===== src/rtl/vfifo_rd_ctrl_if.sv =====
// Read-side bundle of the versatile FIFO: RAM port B address/data plus the
// valid/ready output stream.
interface vfifo_rd_ctrl_if #(
  parameter int DATA_WIDTH = 32,
  parameter int ADDR_WIDTH = 8
) ();
  logic [ADDR_WIDTH-1:0] adr_b;
  logic [DATA_WIDTH-1:0] q_b;
  logic [DATA_WIDTH-1:0] dout;
  logic                  dout_valid;
  logic                  dout_ready;

  modport master (
    output adr_b,
    input  q_b,
    output dout,
    output dout_valid,
    input  dout_ready
  );

  modport slave (
    input  adr_b,
    output q_b,
    input  dout,
    input  dout_valid,
    output dout_ready
  );
endinterface


===== src/rtl/vfifo_rd_ctrl.sv =====
// Read-domain controller for the versatile FIFO: issues RAM port B reads, hides
// the one-cycle q_b latency behind a 2-entry skid buffer, returns a Gray rptr.
module vfifo_rd_ctrl #(
  parameter int DATA_WIDTH = 32,
  parameter int ADDR_WIDTH = 8
) (
  input  logic                  clk,
  input  logic                  rst,
  input  logic [ADDR_WIDTH:0]   wptr_gray_i,
  vfifo_rd_ctrl_if.master       bus,
  output logic [ADDR_WIDTH:0]   rptr_gray_o,
  output logic [ADDR_WIDTH:0]   ram_level,
  output logic                  empty
);

  logic [ADDR_WIDTH:0]   wptr_bin;
  logic [ADDR_WIDTH:0]   rptr_q, rptr_d;
  logic [ADDR_WIDTH:0]   rptr_gray_q;
  logic                  inflight_q, inflight_d;
  logic [1:0]            occ_q, occ_d;
  logic                  rd_idx_q, rd_idx_d;
  logic                  wr_idx_q, wr_idx_d;
  logic [DATA_WIDTH-1:0] obuf_q [0:1];

  logic       ram_empty;
  logic       pop;
  logic       issue;
  logic [2:0] fill;

  generate
    for (genvar gi = 0; gi <= ADDR_WIDTH; gi++) begin : g_gray2bin
      assign wptr_bin[gi] = ^wptr_gray_i[ADDR_WIDTH:gi];
    end
  endgenerate

  assign bus.adr_b      = rptr_q[ADDR_WIDTH-1:0];
  assign bus.dout       = obuf_q[rd_idx_q];
  assign bus.dout_valid = (occ_q != 2'd0);
  assign rptr_gray_o    = rptr_gray_q;
  assign ram_level      = wptr_bin - rptr_q;
  assign empty          = ram_empty & ~inflight_q & (occ_q == 2'd0);

  always_comb begin
    ram_empty  = (rptr_q == wptr_bin);
    pop        = bus.dout_valid & bus.dout_ready;
    fill       = {1'b0, occ_q} + {2'b00, inflight_q};
    // A pop frees a slot on the same edge the issued word will need it.
    issue      = ~ram_empty & ((fill < 3'd2) | pop);
    rptr_d     = issue ? rptr_q + {{ADDR_WIDTH{1'b0}}, 1'b1} : rptr_q;
    inflight_d = issue;
    occ_d      = occ_q + {1'b0, inflight_q} - {1'b0, pop};
    wr_idx_d   = inflight_q ? ~wr_idx_q : wr_idx_q;
    rd_idx_d   = pop ? ~rd_idx_q : rd_idx_q;
  end

  always_ff @(posedge clk) begin
    if (rst) begin
      rptr_q      <= '0;
      rptr_gray_q <= '0;
      inflight_q  <= 1'b0;
      occ_q       <= 2'd0;
      rd_idx_q    <= 1'b0;
      wr_idx_q    <= 1'b0;
    end else begin
      rptr_q      <= rptr_d;
      rptr_gray_q <= rptr_q ^ (rptr_q >> 1);
      inflight_q  <= inflight_d;
      occ_q       <= occ_d;
      rd_idx_q    <= rd_idx_d;
      wr_idx_q    <= wr_idx_d;
    end
  end

  // Data storage carries no reset; occupancy alone decides what is valid.
  always_ff @(posedge clk) begin
    if (!rst && inflight_q) begin
      obuf_q[wr_idx_q] <= bus.q_b;
    end
  end

endmodule


===== src/flat_wrapper.sv =====
// flat-port wrapper written by rule: the top's interface ports become plain ports
module vfifo_rd_ctrl_flat 
#(
  parameter int DATA_WIDTH = 32,
  parameter int ADDR_WIDTH = 8
)
  (clk, rst, wptr_gray_i, rptr_gray_o, ram_level, empty, bus_adr_b, bus_q_b, bus_dout, bus_dout_valid, bus_dout_ready);
  vfifo_rd_ctrl_if #(.DATA_WIDTH(DATA_WIDTH), .ADDR_WIDTH(ADDR_WIDTH)) bus_i ();
  input  logic clk;
  input  logic rst;
  input  logic [ADDR_WIDTH:0] wptr_gray_i;
  output logic [ADDR_WIDTH:0] rptr_gray_o;
  output logic [ADDR_WIDTH:0] ram_level;
  output logic empty;
  output wire logic [$bits(bus_i.adr_b)-1:0] bus_adr_b;
  input wire logic [$bits(bus_i.q_b)-1:0] bus_q_b;
  output wire logic [$bits(bus_i.dout)-1:0] bus_dout;
  output wire logic [$bits(bus_i.dout_valid)-1:0] bus_dout_valid;
  input wire logic [$bits(bus_i.dout_ready)-1:0] bus_dout_ready;
  assign bus_adr_b = bus_i.adr_b;
  assign bus_i.q_b = bus_q_b;
  assign bus_dout = bus_i.dout;
  assign bus_dout_valid = bus_i.dout_valid;
  assign bus_i.dout_ready = bus_dout_ready;
  vfifo_rd_ctrl #(.DATA_WIDTH(DATA_WIDTH), .ADDR_WIDTH(ADDR_WIDTH)) u_core (.clk(clk), .rst(rst), .wptr_gray_i(wptr_gray_i), .bus(bus_i), .rptr_gray_o(rptr_gray_o), .ram_level(ram_level), .empty(empty));
endmodule

===== config.mk =====
export PLATFORM = sky130hd
export DESIGN_NAME = vfifo_rd_ctrl_flat
export DESIGN_NICKNAME = d
export VERILOG_FILES = /design/src/rtl/vfifo_rd_ctrl_if.sv /design/src/rtl/vfifo_rd_ctrl.sv /design/src/flat_wrapper.sv
export SDC_FILE = /design/constraint.sdc
export NUM_CORES = 1
export LEC_CHECK = 0
export CAP_MARGIN = 20
export CELL_PAD_IN_SITES_DETAIL_PLACEMENT = 0
export CELL_PAD_IN_SITES_GLOBAL_PLACEMENT = 1
export CORE_MARGIN = 1
export CORE_UTILIZATION = 37
export CTS_CLUSTER_DIAMETER = 40
export DETAILED_ROUTE_END_ITERATION = 10
export GPL_TIMING_DRIVEN = 0
export PLACE_DENSITY = 0.84
export SETUP_SLACK_MARGIN = 0.1
export SLEW_MARGIN = 20
export SYNTH_ARGS = -nofsm -noshare
export SYNTH_HDL_FRONTEND = slang
export SYNTH_SLANG_ARGS = --single-unit

===== constraint.sdc =====
create_clock -name clk -period 5 [get_ports clk]
set_clock_uncertainty 0.05 [all_clocks]
set_input_delay 1 -clock clk [delete_from_list [all_inputs] [get_ports clk]]
set_output_delay 1 -clock clk [all_outputs]
set_load 0.005 [all_outputs]

Yosys cells after proc, flatten, opt, wreduce, memory -nomap -nowiden
Memories as Yosys holds them, arrays and structs flattened. A register that Yosys moved wholly into a read port is not among the register bits. Index checks and enable logic that the tools add are counted.

Register bits: 23. Bits in writable memories: 64. Input port bits: 44. Word-level logic and storage cells: 40. Memories kept: 1.

Memories: u_core.obuf_q (depth 2, width 32, rd ports 1, clocked after Yosys merged registers in 1, write ports 1, line vfifo_rd_ctrl.sv:23) `logic [DATA_WIDTH-1:0] obuf_q [0:1];`.

Add/sub/neg operators: 5. Magnitude comparators: 1. Equal/unequal tests: 1. Mux-type cells: 4. Bitwise gates (word level): 10. Reduce and logical (&&, ||, !) cells: 12.

Operator list (count): 9-bit by 1-bit adder with 9-bit output, second input constant (1); 9-bit equality test (1); 9-bit parity (1); 9-bit subtractor (1); 9-bit by 8-bit bitwise XOR with 9-bit output (1); 8-bit parity (1); 7-bit parity (1); 6-bit parity (1); 5-bit parity (1); 1-bit AND (4); 1-bit 2-to-1 mux (4); 1-bit NOT (4); 4-bit parity (1); 2-bit by 1-bit adder with 3-bit output (1); 3-bit by 2-bit less-than comparator with 1-bit output, second input constant (1); 3-bit parity (1); 2-bit by 1-bit adder with 2-bit output (1); 2-bit logical NOT (1); 2-bit nonzero test (1); 2-bit parity (1); 2-bit by 1-bit subtractor with 2-bit output (1); 1-bit logical AND (1); 1-bit logical NOT (1); 1-bit OR (1).

Logic depth before layout (Yosys ltp)
Gate-level depths: netlist (run 1).

Depth after elaboration: 4. Depth in mapped cells: 15. Depth with buffers taken out: 15.

Worst setup path after synthesis (run 1)
Ideal clock, no wire load.

Path type: input to output. Start: in wptr_gray_i[8]. End: out ram_level[8]. Arrival: 3727 ps. Required time: 3950 ps. Setup slack: 223 ps. Cell stages on the path: 15. Buffers on the path: 0. Cell sequence: xor3_2 > xor2_2 > xnor2_2 > xnor2_2 > xor2_2 > xnor2_1 > ha_1 > inv_1 > fa_1 > nand2_1 > nand2_1 > a21oi_1 > o21ai_0 > nor2_1 > xor2_1.

Longest elaborated chain between the ends: 2.

RTL lines: start: declaration (line flat_wrapper.sv:11) `input logic [ADDR_WIDTH:0] wptr_gray_i;`; 9-bit parity (tied with other cells) (line vfifo_rd_ctrl.sv:32) `assign wptr_bin[gi] = ^wptr_gray_i[ADDR_WIDTH:gi];`; 9-bit subtractor (*) (line vfifo_rd_ctrl.sv:40) `assign ram_level = wptr_bin - rptr_q;`; end: declaration (line flat_wrapper.sv:13) `output logic [ADDR_WIDTH:0] ram_level;`.

Mark *: on every way between the ends. The rest lies on a longest branch, timed or not.

Worst setup path in the final report (run 1)
Start: in wptr_gray_i[6]. End: out ram_level[6].

Longest elaborated chain between the ends: 2.

RTL lines (line): 9-bit parity (tied with other cells) (vfifo_rd_ctrl.sv:32); 9-bit subtractor (*) (vfifo_rd_ctrl.sv:40).

Marked as above.

==> results of run 1 <==
## sequential cells by signal (all words and copies together), names as in the netlist, named ones only
name	cells
u_core.obuf_q	64
u_core.rptr_gray_o	9
u_core.rptr_q	9
u_core.occ_q	2
u_core.inflight_q	1
u_core.rd_idx_q	1
u_core.wr_idx_q	1
## logic make-up (layout without fill, tap and decap cells)
| family | Yosys count | count (layout) | synth area share |
|---|---|---|---|
| adder cells (fa/ha/maj) | 18 | 18 | 0.0616 |
| buffers and inverters | 28 | 164 | 0.0358 |
| AND/OR/NAND/NOR | 54 | 54 | 0.0716 |
| XOR/XNOR | 29 | 29 | 0.0795 |
| flip-flops | 88 | 88 | 0.636 |
| multiplexers | 33 | 33 | 0.0981 |
| AO/OA/AOI/OAI | 12 | 12 | 0.0172 |
## routing by layer
layer | vias up | part of all wire | routed length [um]
li1 | 1169 | - | -
met1 | 1129 | 0.41 | 3100
met2 | 82 | 0.50 | 3860
met3 | 12 | 0.073 | 559
met4 | 0 | 0.017 | 131
met5 | - | 0 | 0
## final cells by class
| cell class | instances | area, um2 |
|---|---|---|
| clock buffers | 9 | 124 |
| flip-flops and latches | 88 | 2400 |
| fillers | 868 | 4420 |
| multi-input cells | 146 | 1320 |
| clock inverters | 7 | 78.8 |
| inverters | 14 | 52.6 |
| repair buffers | 120 | 1170 |
| well taps | 133 | 166 |
| plain buffers | 14 | 82.6 |
## what timing repair did
| item | CTS | global route |
|---|---|---|
| buffers inserted | 8 | 2 |
| gates cloned | 0 | 0 |
| resized for setup | 40 | 14 |
| endpoints found under the setup margin | 10 | 7 |
| pin swaps | 17 | 13 |
| endpoints found under the hold margin | 0 | 0 |
## worst min-delay path by stage
| stage | endpoint |
|---|---|
| 2_1_floorplan | register |
| 3_3_place_gp | u_core.rd_idx_q |
| 3_5_place_dp | u_core.rd_idx_q |
| 4_1_cts | u_core.rd_idx_q |
| 5_1_grt | u_core.wr_idx_q |
| 6_report | u_core.rd_idx_q |
## critical path, delay by kind of cell
family | cells | cell delay [ns]
compound gates | 3 | 0.37
fa+ha+maj | 2 | 0.56
buf+inv | 4 | 0.36
simple gates | 2 | 0.14
xor+xnor | 7 | 1.50
## power by group
group	internal, mW	total, mW	switching, mW
Sequential	0.861	0.895	0.0335
Clock	0.236	0.497	0.261
Combinational	0.545	0.913	0.368
Total	1.64	2.30	0.662
## cell usage in the layout, fill, tap and decap left out, types with 11 or more instances in the layout
master	netlist	layout
buf_4	8	18
edfxtp_1	64	64
dfxtp_1	24	24
inv_1	14	13
ha_1	17	16
clkdlybuf4s50_1	0	93
nor2b_1	12	11
mux2_2	32	32
nor2_1	19	19
xnor2_1	16	15
==> summary.txt, run 1 <==
Run status
  – Status: complete, no violations

Critical path
  – Reg2Reg Depth: 8
  – Crit path to: ram_level[6]
  – WS Path Type: in2out
  – Worst path required time: 3.95 ns
  – Worst reg2reg path endpoint: u_core.rptr_q[7]
  – Crit-path max FO: 2
  – R2R Setup Slk: 2.64 ns
  – Worst path slowest cell: xor3_2
  – Beginning of the critical path: wptr_gray_i[6]
  – CP max stage delay: 0.47 ns
  – Crit Reg-Reg Startpoint: u_core.rptr_q[5]
  – Worst setup EP type: output pin
  – Startpoint Class: input port
  – Worst path cell trace: buf_6 > xor3_2 > xor2_4 > xnor2_2 > xnor2_2 > xor2_2 > xnor2_1 > ha_2 > inv_2 > fa_2 > nand2_2 > nand2_2 > a21oi_4 > buf_6 > o21bai_4 > a21oi_2 > xnor2_1 > buf_2
  – Arrival time worst endpoint: 3.94 ns

Logic synthesis
  – Netlist cell types: 29
  – Register area share after synthesis: 0.636
  – Synth area leader: edfxtp_1
  – Mapped Cells: 262
  – Synthesized flop and latch total: 88
  – Synthesized area per cell: 14.4 um2
  – FFs w/ async S/R, synth: 0
  – Syn Nets: 324
  – Commonest cells in the netlist: edfxtp_1, mux2_2, dfxtp_1
  – Synth Warn #: 0
  – Area of the mapped netlist: 0.00378 mm2
  – Top-count cell post-synth: edfxtp_1
  – Main synth FF type: edfxtp_1
  – EDFF count, synth: 64
  – Area contributors post-synth: edfxtp_1, dfxtp_1, mux2_2, ha_1, xnor2_1
  – Post-synth top area share: 0.509

Timing
  – Final worst path period share: 0.998
  – Hold slack: 0.468 ns
  – Crit path time final: 4.99 ns
  – Setup TNS: 0 ns
  – Worst-Margin Slew: 0.703 ns
  – Hold Violations, Final: 0
  – Fmax: 200 MHz
  – Max-slew violations: 0
  – Setup WS post-layout: 0.00979 ns
  – Final setup fails: 0
  – RSZ-0062 raised after global routing: true
  – Max-slew headroom: 0.530

Floorplanning
  – Die height: 103 um
  – Floorplan row count: 36
  – Die area: 0.0106 mm2
  – Starting Density: 0.385
  – Io pins: 104
  – Die width: 103 um
  – Placeable Area: 0.00982 mm2

GRT
  – Vias in the first global route: 2452
  – GRT busiest layer: met2
  – Overflow left after global routing: 0
  – Grt met1 use: 0.163
  – M3 GR Usage: 0.0359
  – Initial antenna violation count: 0
  – Global router's overall resource usage: 0.146
  – First-pass GRT wire length: 11600 um
  – Largest net degree at the start of global routing: 17
  – GRT met2 Usage: 0.266

Pwr
  – Total Power: 2.30 mW
  – Pleak: 2.00 nW
  – Max rail drop VDD: 0.226 mV
  – PwrDens: 427 mW/mm2

Clock network
  – Worst-path clk slew: 0.08 ns
  – # H-tree levels: 3
  – Clock root cell: clkbuf_8
  – CTS buffer count: 9
  – Clock sinks: 88
  – Hold buffers post-CTS: 0
  – CTS tree: done
  – Clk_lat worst skew: 0.35 ns
  – CTS max path bufs: 2

Min path
  – Hold Crit Start: u_core.rd_idx_q
  – Hold Path Stages: 2
  – Min-Delay Path Class: reg2reg

Place
  – Placed Cells: 506
  – Detailed Place HPWL: 5630 um
  – Instance area at placement: 0.00506 mm2
  – RD Place Congestion: 0.791
  – Pre-CTS setup slack: -1.16 ns
  – Number of I/O port buffers: 103

Routing
  – Routed Antenna Nets: 0
  – Post-Route WL: 7650 um
  – First-pass iteration count of the detailed router: 4
  – Via count: 2392
  – WL per Instance: 14.4 um
  – DR vias/cell: 4.50
  – # DRC: 0
  – Iteration-0 DRC Markers: 76

Flow run
  – Max Cap Violations: 0

Layout
  – Layout area overhead: 43.0%
  – Ratio of cells with drive above 1 in the final layout: 0.246
  – Nets: 455
  – Diode count: 0
  – Fin cells: 531
  – Post-Route Utilization: 0.550
  – Design area: 0.00540 mm2
No activity file was read; power rests on OpenSTA's default activity.
==> inputs of run 2 (changes only) <==
CORE_ASPECT_RATIO = 1.5   (was unset)
==> run 2 against run 1 <==
  * The flow now finishes with violations (design-rule violations)
  * Die area about the same
  * Worst setup slack better by 0.048 ns
  * Cell count down 3.4%
  * Global-route usage is 0.43 points lower
  * Clock power up 28%
  * Critical path depth shrank 1
  * Largest power group is now registers
==> summary.txt, run 2 (synthesis gave the netlist of run 1 again) <==
Run status
  – Status: finished with violations
  – Failing checks: design-rule violations

GRT
  – Overflow left after global routing: 0 (unchanged)
  – Vias in the first global route: 2388 (-2.6%)
  – Initial antenna violation count: 0 (unchanged)
  – GRT busiest layer: met2
  – Global router's overall resource usage: 0.142 (-0.00427)
  – Grt met1 use: 0.134 (-0.0292)
  – GRT met2 Usage: 0.269 (+0.00310)
  – M3 GR Usage: 0.0550 (+0.0191)
  – Largest net degree at the start of global routing: 17 (unchanged)
  – First-pass GRT wire length: 11400 um (-1.8%)

Layout
  – Ratio of cells with drive above 1 in the final layout: 0.249 (+0.00251)
  – Commonest non-fill, non-tap cells in the layout: clkdlybuf4s50_1, edfxtp_1, mux2_2
  – Post-Route Utilization: 0.556 (+0.00636)
  – Most common cell after layout, fill and taps aside: clkdlybuf4s50_1
  – Max FFs per register: 64 (unchanged)
  – Fin cells: 513 (-3.4%)
  – Nets: 455 (unchanged)
  – Layout area overhead: 44.4%
  – Design area: 0.00545 mm2 (+0.95%)
  – Top reg by flops: u_core.obuf_q
  – Number of filler cells placed in the layout: 819 (-5.6%)
  – Diode count: 0 (unchanged)

Flow run
  – Max Cap Violations: 0 (unchanged)

Clock network
  – CTS buffer count: 9 (unchanged)
  – CTS max path bufs: 2 (unchanged)
  – Clock sinks: 88 (unchanged)
  – Worst-path clk slew: 0.06 ns (-0.02 ns)
  – Clock root cell: clkbuf_16
  – Clk_lat worst skew: 0.33 ns (-0.02 ns)
  – # H-tree levels: 3 (unchanged)
  – CTS tree: done

Floorplanning
  – Die height: 126 um (+22%)
  – Placeable Area: 0.00980 mm2 (-0.20%)
  – Die area: 0.0106 mm2 (about the same)
  – Starting Density: 0.385 (+0.000786)
  – Floorplan row count: 44 (+22%)
  – Die width: 84.5 um (-18%)
  – Io pins: 104 (unchanged)

Critical path
  – Startpoint Class: input port
  – R2R Setup Slk: 2.57 ns (-0.07 ns)
  – Worst reg2reg path endpoint: u_core.rptr_q[7]
  – Crit-path max FO: 3 (+1)
  – Worst setup EP type: output pin
  – Reg2Reg Depth: 9 (+1)
  – Crit Reg-Reg Startpoint: u_core.rptr_q[5]
  – Worst path required time: 3.95 ns (about the same)
  – Arrival time worst endpoint: 3.89 ns (-0.05 ns)
  – WS Path Type: in2out

Pwr
  – PwrDens: 442 mW/mm2 (+3.5%)
  – Max rail drop VDD: 0.282 mV (+25%)
  – Total Power: 2.41 mW (+4.5%)
  – Pleak: 2.04 nW (+1.9%)

Timing
  – Crit path time final: 4.94 ns (-0.0481 ns)
  – Max-slew headroom: 0.509 (-0.0208)
  – Final setup fails: 0 (unchanged)
  – Final worst path period share: 0.988 (-0.00962)
  – RSZ-0062 raised after global routing: true
  – Worst-Margin Slew: 0.734 ns (+0.0311 ns)
  – Max-slew violations: 0 (unchanged)
  – Hold slack: 0.460 ns (-0.00767 ns)
  – Fmax: 202 MHz (+0.97%)
  – Hold Violations, Final: 0 (unchanged)

Routing
  – WL per Instance: 14.4 um (about the same)
  – # DRC: 10 (+10)
  – DR vias/cell: 4.65 (+3.3%)
  – First-pass iteration count of the detailed router: 7 (+3)
  – Iteration-0 DRC Markers: 88 (+16%)
  – Routed Antenna Nets: 0 (unchanged)
  – Via count: 2388 (-0.17%)
  – Post-Route WL: 7390 um (-3.5%)

Min path
  – Hold Path Stages: 2 (unchanged)
  – Min-Delay Path Class: reg2reg
  – Hold Crit Start: u_core.rd_idx_q

Place
  – Instance area at placement: 0.00504 mm2 (-0.52%)
  – Number of I/O port buffers: 103 (unchanged)
  – RD Place Congestion: 0.712 (-10%)
  – Placed Cells: 488 (-3.6%)
  – Detailed Place HPWL: 5550 um (-1.5%)
[run 2: cell types whose count changed in the layout (fill, tap and decap cells not counted), sizes merged]
cell | before | now
clkbuf | 12 | 14
clkdlybuf4s15 | 2 | 0
clkdlybuf4s50 | 93 | 92
buf | 34 | 36
clkinv | 3 | 2
bufinv | 1 | 0
dlygate4sd2 | 1 | 2
[run 2: power by group]
part / internal (mW) / switching (mW) / total, mW
Sequential: 0.862 / 0.0335 / 0.896
Combinational: 0.522 / 0.356 / 0.878
Clock: 0.370 / 0.264 / 0.634
Total: 1.75 / 0.653 / 2.41
[run 2: repair_timing]
item / in CTS / in global routing
pin swaps: 20 / 15
resized for setup: 49 / 8
setup endpoints to repair: 10 / 6
endpoints found under the hold margin: 0 / 0
hold buffers: 0 / 0
gates cloned: 0 / 0
buffers inserted: 7 / 2
[run 2: through the flow]
| step | TNS (ns) | worst slack [ns] |
|---|---|---|
| 2_1_floorplan | 0 | 0.223 |
| 3_3_place_gp | -73.02 | -1.17 |
| 3_5_place_dp | -6.78 | -1.19 |
| 4_1_cts | -0.0136 | -0.0136 |
| 5_1_grt | -0.215 | -0.117 |
| 6_report | 0 | 0.0579 |
[run 2: cell type report]
class	instances	area, um2	area share
multi-input cells	146	1320	0.242
repair buffers	120	1160	0.212
well taps	115	144	0.0264
clock inverters	5	38.8	0.00711
inverters	14	52.6	0.00964
clock buffers	11	254	0.0466
plain buffers	14	82.6	0.0151
flip-flops and latches	88	2400	0.441
[run 2: per-layer routing]
metal / vias up / wire (um)
li1: 1181 / -
met1: 1119 / 2640
met2: 81 / 4020
met3: 7 / 623
met4: 0 / 109
met5: - / 0
[run 2: how the worst max path moves through the flow]
stage / end / cells after the start / startpoint / slack, ns
after detailed placement: ram_level[8] / 17 / wptr_gray_i[8] / -1.19
after global routing: ram_level[8] / 17 / wptr_gray_i[8] / -0.12
final: ram_level[8] / 17 / wptr_gray_i[8] / 0.06
after CTS: ram_level[8] / 17 / wptr_gray_i[6] / -0.01
after floorplan: ram_level[8] / 15 / wptr_gray_i[8] / 0.22
after global placement: ram_level[8] / 17 / wptr_gray_i[8] / -1.17
[run 2: critical path, cell delays in order]
cell,delay [ns]
buf_8,0.07
xor3_2,0.47
xor2_4,0.20
xnor2_4,0.16
xnor2_2,0.23
xor2_2,0.20
xnor2_1,0.15
ha_2,0.22
inv_2,0.04
fa_2,0.34
nand2_2,0.07
nand2_2,0.07
a21oi_4,0.17
o21ai_1,0.08
nor2_1,0.12
xor2_1,0.17
buf_2,0.14
